### src/rtl/stash_scan_scheduler.sv
// stash_scan_scheduler: per-access sequencer that scans the stash into the scan table, drains the table to writeback, then clears it.
//
// Optional feature: define STASH_SCAN_SKIPNULL_EN to drop SNULL drain responses instead of forwarding them to writeback.
//
// Ports:
//   Clock, Reset                    single clock, synchronous active-high reset
//   Start, StartLeaf                access request and its leaf (accepted only when idle and ResetDone)
//   Busy, Done, AcceptedCount       access in progress, one-cycle completion pulse, entries accepted this access
//   MetaAddr, MetaRead              stash metadata read request
//   MetaValid, MetaLeaf, MetaPAddr  stash metadata response, one cycle after MetaRead
//   PerAccessReset                  one-cycle scan-table reset at access start
//   CurrentLeaf, CurrentLeafValid   leaf of the access in progress
//   InScan*                         scan-table candidate entry
//   InDMAAddr/Valid/Reset           scan-table read (drain) or clear (per address)
//   ResetDone, OutScanAccepted      scan-table ready, candidate accepted
//   OutDMAAddr, OutDMAValid         scan-table read response, one cycle after InDMAValid
//   WBSAddr, WBValid, WBReady       writeback stream, transfer on WBValid & WBReady
module stash_scan_scheduler #(
    parameter int ORAML = 32,
    parameter int ORAMU = 32,
    parameter int ORAMZ = 4,
    parameter int StashEAWidth = 7,
    parameter int StashCapacity = 100,
    parameter int ScanTableAWidth = 8,
    parameter int BlocksOnPath = (ORAML + 1) * ORAMZ,
    parameter logic [StashEAWidth-1:0] SNULL = '1
) (
    input  logic                       Clock,
    input  logic                       Reset,
    input  logic                       Start,
    input  logic [ORAML-1:0]           StartLeaf,
    output logic                       Busy,
    output logic                       Done,
    output logic [StashEAWidth-1:0]    AcceptedCount,
    output logic [StashEAWidth-1:0]    MetaAddr,
    output logic                       MetaRead,
    input  logic                       MetaValid,
    input  logic [ORAML-1:0]           MetaLeaf,
    input  logic [ORAMU-1:0]           MetaPAddr,
    output logic                       PerAccessReset,
    output logic [ORAML-1:0]           CurrentLeaf,
    output logic                       CurrentLeafValid,
    output logic [ORAML-1:0]           InScanLeaf,
    output logic [ORAMU-1:0]           InScanPAddr,
    output logic [StashEAWidth-1:0]    InScanSAddr,
    output logic                       InScanValid,
    output logic [ScanTableAWidth-1:0] InDMAAddr,
    output logic                       InDMAValid,
    output logic                       InDMAReset,
    input  logic                       ResetDone,
    input  logic                       OutScanAccepted,
    input  logic [StashEAWidth-1:0]    OutDMAAddr,
    input  logic                       OutDMAValid,
    output logic [StashEAWidth-1:0]    WBSAddr,
    output logic                       WBValid,
    input  logic                       WBReady
);
    localparam logic [StashEAWidth-1:0] LastMeta = StashEAWidth'(StashCapacity - 1);
    localparam logic [ScanTableAWidth-1:0] LastEntry = ScanTableAWidth'(BlocksOnPath - 1);

    typedef enum logic [2:0] {IDLE, PRESET, SCAN, DRAIN, CLEAR} stateType;
    stateType state, nextState;

    logic accept, readsDone, rspValid, dmaPending, issuedAll, canIssue, dmaKeep, enq, deq;
    logic [StashEAWidth-1:0] rspAddr;
    logic [ScanTableAWidth-1:0] tableAddr;
    logic [StashEAWidth-1:0] fifoMem [2];
    logic wrPtr, rdPtr;
    logic [1:0] fifoCount;

`ifdef STASH_SCAN_SKIPNULL_EN
    assign dmaKeep = OutDMAAddr != SNULL;
`else
    assign dmaKeep = 1'b1;
`endif

    always_comb begin
        nextState = state;
        accept = 1'b0;
        case (state)
            IDLE: begin
                accept = Start & ResetDone;
                nextState = (Start & ResetDone) ? PRESET : IDLE;
            end
            PRESET: nextState = SCAN;
            // readsDone is already set during the response cycle of the last read
            SCAN: nextState = readsDone ? DRAIN : SCAN;
            DRAIN: nextState = (issuedAll & ~dmaPending & fifoCount == 2'd0) ? CLEAR : DRAIN;
            CLEAR: nextState = (tableAddr == LastEntry) ? IDLE : CLEAR;
            default: nextState = IDLE;
        endcase
    end

    assign Busy = (state != IDLE) | ~ResetDone;
    assign PerAccessReset = state == PRESET;
    assign CurrentLeafValid = (state == SCAN) | (state == DRAIN);
    assign MetaRead = (state == SCAN) & ~readsDone;
    assign InScanValid = rspValid & MetaValid;
    assign InScanSAddr = rspValid ? rspAddr : '0;
    assign InScanLeaf = rspValid ? MetaLeaf : '0;
    assign InScanPAddr = rspValid ? MetaPAddr : '0;
    // FIFO slots already taken plus the read in flight must leave room for one more
    assign canIssue = (fifoCount == 2'd0) | ((fifoCount == 2'd1) & ~dmaPending);
    assign InDMAValid = (state == DRAIN) & ~issuedAll & canIssue;
    assign InDMAReset = state == CLEAR;
    assign InDMAAddr = (InDMAValid | InDMAReset) ? tableAddr : '0;
    // dmaPending gating drops a response whose read was issued before a reset
    assign enq = (state == DRAIN) & dmaPending & OutDMAValid & dmaKeep;
    assign WBValid = fifoCount != 2'd0;
    assign WBSAddr = WBValid ? fifoMem[rdPtr] : '0;
    assign deq = WBValid & WBReady;

    always_ff @(posedge Clock) begin
        if (Reset) begin
            state <= IDLE;
        end else begin
            state <= nextState;
        end
    end

    always_ff @(posedge Clock) begin
        if (Reset) begin
            Done <= 1'b0;
            CurrentLeaf <= '0;
            AcceptedCount <= '0;
            MetaAddr <= '0;
            readsDone <= 1'b0;
            rspValid <= 1'b0;
            rspAddr <= '0;
            dmaPending <= 1'b0;
            issuedAll <= 1'b0;
            tableAddr <= '0;
            wrPtr <= 1'b0;
            rdPtr <= 1'b0;
            fifoCount <= 2'd0;
        end else begin
            Done <= (state == CLEAR) & (tableAddr == LastEntry);
            rspValid <= MetaRead;
            rspAddr <= MetaAddr;
            dmaPending <= InDMAValid;
            if (accept) begin
                CurrentLeaf <= StartLeaf;
                AcceptedCount <= '0;
                MetaAddr <= '0;
                readsDone <= 1'b0;
                issuedAll <= 1'b0;
                tableAddr <= '0;
            end
            if ((state == SCAN) & OutScanAccepted) AcceptedCount <= AcceptedCount + 1'b1;
            if (MetaRead) begin
                if (MetaAddr == LastMeta) readsDone <= 1'b1;
                else MetaAddr <= MetaAddr + 1'b1;
            end
            if (InDMAValid) begin
                if (tableAddr == LastEntry) issuedAll <= 1'b1;
                else tableAddr <= tableAddr + 1'b1;
            end
            if ((state == DRAIN) & (nextState == CLEAR)) tableAddr <= '0;
            if (InDMAReset & (tableAddr != LastEntry)) tableAddr <= tableAddr + 1'b1;
            if (enq) wrPtr <= ~wrPtr;
            if (deq) rdPtr <= ~rdPtr;
            fifoCount <= fifoCount + {1'b0, enq} - {1'b0, deq};
        end
    end

    always_ff @(posedge Clock) begin
        if (enq) fifoMem[wrPtr] <= OutDMAAddr;
    end
endmodule

### config.mk
export PLATFORM = sky130hd
export DESIGN_NAME = stash_scan_scheduler
export DESIGN_NICKNAME = d
export VERILOG_FILES = /design/src/rtl/stash_scan_scheduler.sv
export SDC_FILE = /design/constraint.sdc
export NUM_CORES = 1
export LEC_CHECK = 0
export BUFFER_PORTS_ARGS = -buffer_cell sky130_fd_sc_hd__buf_2
export CORE_ASPECT_RATIO = 0.8
export CORE_MARGIN = 1
export CORE_UTILIZATION = 39
export CTS_BUF_LIST = sky130_fd_sc_hd__clkbuf_8 sky130_fd_sc_hd__clkbuf_16
export DETAILED_ROUTE_END_ITERATION = 7
export PLACE_DENSITY = 0.77
export SYNTH_ARGS = -nofsm -noshare
export SYNTH_HDL_FRONTEND = slang
export SYNTH_SLANG_ARGS = --single-unit
### constraint.sdc
create_clock -name Clock -period 1.7 [get_ports Clock]
set_input_delay 0 -clock Clock [delete_from_list [all_inputs] [get_ports Clock]]
set_output_delay 0 -clock Clock [all_outputs]
set_load 0.01 [all_outputs]
== After elaboration in Yosys (flattened, before gate mapping) ==
Memories as Yosys holds them, arrays and structs flattened. A register that Yosys moved wholly into a read port is not among the register bits.
Cells that the tools add are included.

* Muxes and demuxes: 31
* $add $sub $neg: 5
* Equality and inequality tests: 9
* Bitwise operators: 25
* Reduce and logical (&&, ||, !) cells: 5

{| class="wikitable"
|+ Operator list
! kind !! count
|-
| 2-to-1 mux 32 bit || 2
|-
| 2-to-1 mux 7 bit || 7
|-
| 2-to-1 mux 8 bit || 6
|-
| bitwise AND 1 bit || 15
|-
| one-hot mux 3 bit (5 select lines) || 1
|-
| adder 7 x 1 -> 7 bit, second input constant || 2
|-
| 2-to-1 mux 1 bit || 13
|-
| adder 8 x 1 -> 8 bit, second input constant || 1
|-
| equality test 8 bit, second input constant || 1
|-
| inequality test 8 bit, second input constant || 1
|-
| equality test 7 bit, second input constant || 1
|-
| equality test 3 x 2 -> 1 bit, second input constant || 2
|-
| equality test 3 bit, second input constant || 2
|-
| 2-to-1 mux 3 bit || 2
|-
| inverter 1 bit || 6
|-
| bitwise OR 1 bit || 4
|-
| nonzero test 2 bit || 2
|-
| equality test 3 x 1 -> 1 bit, second input constant || 1
|-
| logical NOT 3 bit || 1
|-
| nonzero test 3 bit || 1
|-
| adder 2 x 1 -> 2 bit || 1
|-
| equality test 2 x 1 -> 1 bit, second input constant || 1
|-
| logical NOT 2 bit || 1
|-
| subtractor 2 x 1 -> 2 bit || 1
|}

* RAM bits: 14
* Output and inout bits: 141
* Bits of input ports: 111
* Memories: 1
* Register bits: 73

{| class="wikitable"
|+ Memory list
! memory !! depth !! bits a word !! rd ports !! clocked after memory_dff !! write ports !! RTL line !! RTL
|-
| fifoMem || 2 || 7 || 1 || 1 || 1 || 67 || <nowiki>logic [StashEAWidth-1:0] fifoMem [2];</nowiki>
|}

== Depth between registers and ports, before layout ==
Gate-level depths: netlist (run 1).

* Depth after elaboration: 9
* Depth in mapped cells: 8

== Worst setup path before layout (run 1) ==
Ideal clock, no wire load.

* Path kind: register to register
* Start: reg state[2]
* End: reg MetaAddr[5]
* Setup time: 67 ps
* Stages on the path, launching flop included: 7
* Clock period less this slack: 1835 ps
* Arrival: 1768 ps
* Path buffers: 2
* Slack: -135 ps
* Cells stage by stage: dfxtp_1 -> buf_6 -> or4b_4 -> buf_6 -> or2_4 -> or3_1 -> a21oi_2

* Longest elaborated chain between the ends: 5
* Elaborated cells on any way between the ends: 7
* Classes of those cells: eq/ne (1); mux (4); bitwise (1); reduce/logical (1)

{| class="wikitable"
|+ Ends and longest elaborated chain
! item !! RTL line !! RTL
|-
| from (decl) || 62 || <nowiki>stateType state, nextState;</nowiki>
|-
| from (signal assigned) || 117 || <nowiki>state <= nextState;</nowiki>
|-
| logical NOT 3 bit || 80 || <nowiki>case (state)</nowiki>
|-
| 2-to-1 mux 1 bit || 80 ||
|-
| 2-to-1 mux 7 bit || 141 || <nowiki>if (accept) begin</nowiki>
|-
| 2-to-1 mux 7 bit || 151 || <nowiki>if (MetaAddr == LastMeta) readsDone <= 1'b1;</nowiki>
|-
| 2-to-1 mux 7 bit (*) || 150 || <nowiki>if (MetaRead) begin</nowiki>
|-
| to (signal assigned) || 152 || <nowiki>else MetaAddr <= MetaAddr + 1'b1;</nowiki>
|-
| to (decl) || 35 || <nowiki>output logic [StashEAWidth-1:0] MetaAddr,</nowiki>
|}

Every way passes the cells marked *; elsewhere a longest branch is shown, timed or not.
A chain may end at the register's enable or synchronous reset.

== Worst setup path after layout (run 1) ==
* Start: reg state[0]
* End: reg MetaAddr[5]

The elaborated chain is that of the path after synthesis.

==> results.json, run 1 <==
{
  "worst_clock_skew_ns": 0.00676,
  "grt_usage_pct": 25.6,
  "clkSlewWorstSetupHoldPaths_ns": 0.07,
  "avgSynthCellArea_sq_um": 8.62,
  "cp-start-kind": "flop",
  "critPathMaxStageDelay_ns": 0.60,
  "max_freq_mhz": 579,
  "outcome": "complete, but fails checks",
  "routedWlPerCell_um": 16.5,
  "ios": 252,
  "h-tree-depth": 3,
  "register_area_sq_um": 1910,
  "drive_gt1_share_pct": 44.3,
  "dpl.hpwl_um": 10900,
  "core_sq_um": 10200,
  "internal_power_uw": 3720,
  "nFillCells": 851,
  "vias": 4613,
  "firstDrtPassIters": 5,
  "worst_slew_pin_slew_ns": 0.437,
  "dp_slack_ns": -0.0506,
  "end_kind": "flop",
  "io_buffers": 251,
  "synth_top_area_cell": "dfxtp_1",
  "drcViolationCount": 0,
  "vias_per_cell": 4.98,
  "synthesis.nets": 590,
  "crit_required_ns": 1.97,
  "total_power_uw": 5010,
  "grt_max_degree": 73,
  "cts_root_buf": "clkbuf_16",
  "yosys.area.top_type_share_pct": 36.2,
  "cts_buffers": 9,
  "critPathSlowestCell": "or4b_4",
  "ys_dominant_reg_cell": "dfxtp_1",
  "crit_fanout": 7,
  "p_leak_uw": 0.00317,
  "finalNetCount": 895,
  "routabilityCongestion": 0.828,
  "async_reset_ff_share_pct": 0,
  "worstHoldPathType": "input port to flop",
  "routed_wl_um": 15300,
  "yosysWarnings": 0,
  "die-area_sq_um": 10900,
  "crit_buf_inv": 0,
  "arrival_ns": 2.00,
  "worstSkewPairLatency_ns": 0.34,
  "netlist_instances": 474,
  "grt_pass1_vias": 4119,
  "die_w_um": 116,
  "power.switching_uw": 1290,
  "synthTopCellsByArea": "dfxtp_1, and2_1, edfxtp_1",
  "antenna_found_initial": 3,
  "yosysUniqueCellTypes": 47,
  "cts_buffer_depth": 2,
  "initial_utilization_pct": 39.9,
  "cts_sinks": 88,
  "pwr-share-seq_pct": 44.5,
  "cts_tree": "built",
  "grt_pass1_wl_um": 20900,
  "grt_overflow": 0,
  "maxCapViolCount": 0,
  "syn_area_sq_um": 4090,
  "maxSlewViolCount": 0,
  "critPathTopFamily": "simple AND/OR/NAND/NOR gates",
  "slew_headroom_pct": 70.8,
  "synth-seq-cells": 88,
  "yosysSeqAreaShare_pct": 46.5,
  "path_class": "flop to flop",
  "rsz0062_at_grt": "yes",
  "timing.final.crit_share_pct": 102,
  "area_growth_pct": 61.6,
  "irDropWorstVdd_mv": 0.471,
  "fin_crit_ns": 1.73,
  "setup_viol": 1,
  "setup_ws_ns": -0.0270,
  "clock_power_share_pct": 40.4,
  "postRouteAntennaNets": 0,
  "die-height_um": 93.6,
  "violations": "negative setup slack",
  "hold_viol_final": 0,
  "synth_edf_count": 14,
  "multi_input_area_sq_um": 2130,
  "drtIter0Drc": 247,
  "fp-row-count": 33,
  "switching_share_pct": 25.8,
  "powerDensity_nw_per_um2": 758,
  "combPwrFrac_pct": 15.2,
  "crit_chain": "or4b_4 -> or2_4 -> or3_4 -> a21oi_2"
}
## power groups by stage
stage | sequential [uW] | combinational [uW] | clock [uW]
after floorplan | 2270 | 303 | 0
after detailed placement | 2270 | 639 | 0
after global placement | 2260 | 620 | 0
after global routing | 2230 | 829 | 2150
after CTS | 2220 | 715 | 2040
final | 2230 | 759 | 2020
## final cells by class
class	count	share of cell area, %
sequential	88	29.0
clock inverter	7	1.19
antenna	2	0.0757
multi-input combinational	347	32.2
inverter	6	0.341
clock buffer	9	3.41
tap	140	2.65
timing repair buffer	327	31.1
## path summary, 6_finish.rpt
check / from / to / slack, ns / depth (start not counted)
worst max-delay path: state[0] / MetaAddr[5] / -0.03 / 4
worst min-delay path: Reset / flop / 0.02 / 2
worst max register to register: state[0] / MetaAddr[5] / -0.03 / 4
worst min register to register: CurrentLeaf[30] / CurrentLeaf[30] / 0.45 / 2
## state kept, by name (all words and copies together), names as in the netlist, named ones only
| register | cells |
|---|---|
| rspValid | 1 |
| state | 3 |
| rspAddr | 7 |
| rdPtr | 1 |
| MetaAddr | 7 |
| wrPtr | 1 |
| CurrentLeaf | 32 |
| Done | 1 |
| fifoMem | 14 |
| readsDone | 1 |
| issuedAll | 1 |
| AcceptedCount | 7 |
| tableAddr | 8 |
| dmaPending | 1 |
| fifoCount | 2 |
## layer usage
layer  global-route usage, %  vias to the layer above  wire (um)
li1                        -                     2219          -
met4                    8.33                        2        248
met2                    45.9                      219       7930
met5                       0                        -         13
met1                    30.0                     2145       5890
met3                    5.77                       28       1180
## metrics by stage
| stage | TNS [ns] | std cells | cell area (sq um) | util (%) | hold WS (ns) |
|---|---|---|---|---|---|
| final | -0.0270 | 926 | 6610 | 64.5 | 0.0199 |
| after global routing | -0.567 | 924 | 6600 | 64.5 | 0.0471 |
| after CTS | 0 | 911 | 6310 | 61.6 | 0.0213 |
| after detailed placement | -0.142 | 855 | 5590 | 54.6 | 0.193 |
| after global placement | 0 | 855 | 5590 | 54.6 | 0.189 |
| after floorplan | -0.185 | 474 | 4090 | - | 0.0989 |
## cell usage after synthesis (4+ instances only)
cell type,n
a21oi_1,47
mux2i_1,7
and2_1,84
o21ai_0,8
xnor2_1,4
o211ai_1,5
or3_1,8
dfxtp_1,74
a31o_2,4
buf_2,6
ha_1,5
nand3_1,15
nand2_1,70
nor2b_1,12
nor3_1,5
nor2_1,23
clkbuf_1,24
a31oi_1,4
edfxtp_1,14
inv_1,6
## cell families (layout without fill, tap and decap cells)
| kind of cell | count (synthesis) | in the layout | share of synthesized area, % |
|---|---|---|---|
| AO/OA/AOI/OAI | 84 | 84 | 12.3 |
| XOR/XNOR | 7 | 7 | 1.50 |
| adder cells (fa/ha/maj) | 5 | 5 | 1.53 |
| buffers and inverters | 39 | 349 | 4.16 |
| flip-flops | 88 | 88 | 46.5 |
| multiplexers | 7 | 7 | 1.71 |
| other | 0 | 2 | 0 |
| AND/OR/NAND/NOR | 244 | 244 | 32.2 |
## what timing repair did
item,CTS,global route
hold endpoints to repair,46,0
hold buffers,39,0
resized for setup,6,48
pin swaps,1,6
setup buffers,1,11
gates cloned,0,2
setup endpoints to repair,34,57
## placed cells by master, fill, tap and decap left out, types with 7 or more instances in the layout
| cell type | synthesis | routed |
|---|---|---|
| buf_4 | 0 | 27 |
| buf_2 | 6 | 243 |
| a21oi_1 | 47 | 45 |
| edfxtp_1 | 14 | 14 |
| buf_6 | 2 | 13 |
| dlygate4sd3_1 | 0 | 39 |
| nand2_1 | 70 | 69 |
| mux2i_1 | 7 | 7 |
| dfxtp_1 | 74 | 68 |
| and2_4 | 0 | 9 |
| and2_1 | 84 | 75 |
| o21ai_0 | 8 | 8 |
| or3_1 | 8 | 7 |
| nor2_1 | 23 | 22 |
| nand3_1 | 15 | 15 |
| nor2b_1 | 12 | 10 |
| clkbuf_16 | 0 | 10 |
## worst register-to-register path: stages (launching register included)
cell	delay (ns)
dfxtp_4	0.37
or4b_4	0.60
or2_4	0.27
or3_4	0.33
a21oi_2	0.11
No activity file was read; power rests on OpenSTA's default activity.
==> run 2, diff against run 1 <==
--- a/config.mk
+++ b/config.mk
@@ -12,6 +12,7 @@
 export CTS_BUF_LIST = sky130_fd_sc_hd__clkbuf_8 sky130_fd_sc_hd__clkbuf_16
 export DETAILED_ROUTE_END_ITERATION = 7
 export PLACE_DENSITY = 0.77
+export RECOVER_POWER = 100
 export SYNTH_ARGS = -nofsm -noshare
 export SYNTH_HDL_FRONTEND = slang
 export SYNTH_SLANG_ARGS = --single-unit
==> results.json, run 2 (same netlist as run 1, synthesis figures left out) <==
{
  "dpl.hpwl_um": 10900,
  "combPwrFrac_pct": 14.9,
  "worstHoldPathType": "input port to flop",
  "crit_buf_inv": 0,
  "outcome": "complete, but fails checks",
  "clock_power_share_pct": 40.6,
  "cts_buffer_depth": 2,
  "routedWlPerCell_um": 16.5,
  "critPathMaxStageDelay_ns": 0.60,
  "initial_utilization_pct": 39.9,
  "crit_fanout": 7,
  "power.switching_uw": 1300,
  "postRouteAntennaNets": 0,
  "reg_top3": "CurrentLeaf x32, fifoMem x14, tableAddr x8",
  "largest_reg_flops": 32,
  "clkSlewWorstSetupHoldPaths_ns": 0.07,
  "grt_usage_pct": 25.6,
  "routabilityCongestion": 0.828,
  "fin_crit_ns": 1.72,
  "internal_power_uw": 3700,
  "setup_ws_ns": -0.0232,
  "path_class": "flop to flop",
  "startpoint": "state[0]",
  "setup_viol": 1,
  "arrival_ns": 2.00,
  "maxCapViolCount": 0,
  "h-tree-depth": 3,
  "fin_tns_setup_ns": -0.0232,
  "critPathTopFamily": "simple AND/OR/NAND/NOR gates",
  "core_sq_um": 10200,
  "switching_share_pct": 26.0,
  "crit_chain": "or4b_4 -> or2_4 -> or3_4 -> a21oi_2",
  "firstDrtPassIters": 5,
  "end_kind": "flop",
  "grt_pass1_vias": 4119,
  "top_register": "CurrentLeaf",
  "maxSlewViolCount": 0,
  "fp-row-count": 33,
  "pwr-share-seq_pct": 44.5,
  "area_growth_pct": 60.1,
  "vias_per_cell": 4.99,
  "finalNetCount": 895,
  "final_common_cell": "buf_2",
  "ios": 252,
  "timing.final.crit_share_pct": 101,
  "layout_common_cells": "buf_2, and2_1, nand2_1, dfxtp_1, clkbuf_1",
  "routed_wl_um": 15300,
  "max_freq_mhz": 580,
  "grt_overflow": 0,
  "drtIter0Drc": 270,
  "cts_sinks": 88,
  "io_buffers": 251,
  "critPathSlowestCell": "or4b_4",
  "irDropWorstVdd_mv": 0.466,
  "cts_tree": "built",
  "min_from": "Reset",
  "grt_max_degree": 73,
  "cp-start-kind": "flop",
  "powerDensity_nw_per_um2": 765,
  "hold_viol_final": 0,
  "worstSkewPairLatency_ns": 0.34,
  "slew_headroom_pct": 71.0,
  "crit_required_ns": 1.97,
  "grt_pass1_wl_um": 20900,
  "rr_startpoint": "state[0]",
  "rsz0062_at_grt": "yes",
  "antenna_found_initial": 3,
  "cts_buffers": 9,
  "utilization_pct": 63.9,
  "worst_clock_skew_ns": 0.00656,
  "drive_gt1_share_pct": 37.9,
  "violations": "negative setup slack",
  "drcViolationCount": 0,
  "die_w_um": 116,
  "worst_slew_pin_slew_ns": 0.434,
  "p_leak_uw": 0.00296,
  "die-height_um": 93.6,
  "die-area_sq_um": 10900,
  "vias": 4618,
  "cts_root_buf": "clkbuf_16"
}
run 2: through the flow:
step	hold slack [ns]	setup slack, ns	cells	cell area [sq um]	total power [uW]
3_3_place_gp	0.189	0.0205	855	5590	2880
5_1_grt	0.0471	-0.0963	924	6540	5200
6_report	0.0204	-0.0232	926	6540	5010
3_5_place_dp	0.193	-0.0506	855	5590	2910
4_1_cts	0.0213	0.00234	911	6310	4980
2_1_floorplan	0.0989	-0.0606	474	4090	2570
run 2: cell type report:
class	count	area (sq um)
Fill cell	889	3700
Antenna cell	2	5.00
Timing Repair Buffer	327	1990
Tap cell	140	175
Sequential cell	88	1910
Clock buffer	9	225
Clock inverter	7	78.8
Inverter	6	22.5
Multi-Input combinational cell	347	2130
run 2: layer usage:
metal / routed length [um] / track usage, % / share of wire (%) / vias up
li1: - / - / - / 2220
met1: 6030 / 30.0 / 40 / 2157
met2: 7930 / 45.9 / 52 / 213
met3: 1060 / 5.77 / 7.0 / 26
met4: 222 / 8.33 / 1.5 / 2
met5: 13 / 0 / 0.085 / -
run 2: repair_timing:
action                                  4_1_cts  5_1_grt
gates cloned                                  0        2
pin swaps                                     1        6
gates resized for setup                       6       48
hold endpoints to repair                     46        0
hold buffers                                 39        0
endpoints found under the setup margin       34       57
setup buffers                                 1       11
run 2: final timing paths:
check	endpoint	slack (ns)	depth (start not counted)
worst max register to register	MetaAddr[5]	-0.02	4
worst min-delay path	flop	0.02	2
worst min register to register	CurrentLeaf[30]	0.45	2
worst max-delay path	MetaAddr[5]	-0.02	4
run 2: worst register-to-register path, delay by kind of cell, from the launching register on:
| kind | cells | cell delay, ns |
|---|---|---|
| AND/OR/NAND/NOR | 3 | 1.20 |
| flip-flops | 1 | 0.37 |
| AO/OA/AOI/OAI | 1 | 0.11 |
run 2: power groups by stage:
stage          sequential (uW)  clock [uW]  combinational [uW]
2_1_floorplan             2270           0                 303
3_3_place_gp              2260           0                 620
3_5_place_dp              2270           0                 639
4_1_cts                   2220        2040                 715
5_1_grt                   2230        2150                 816
6_report                  2230        2030                 748
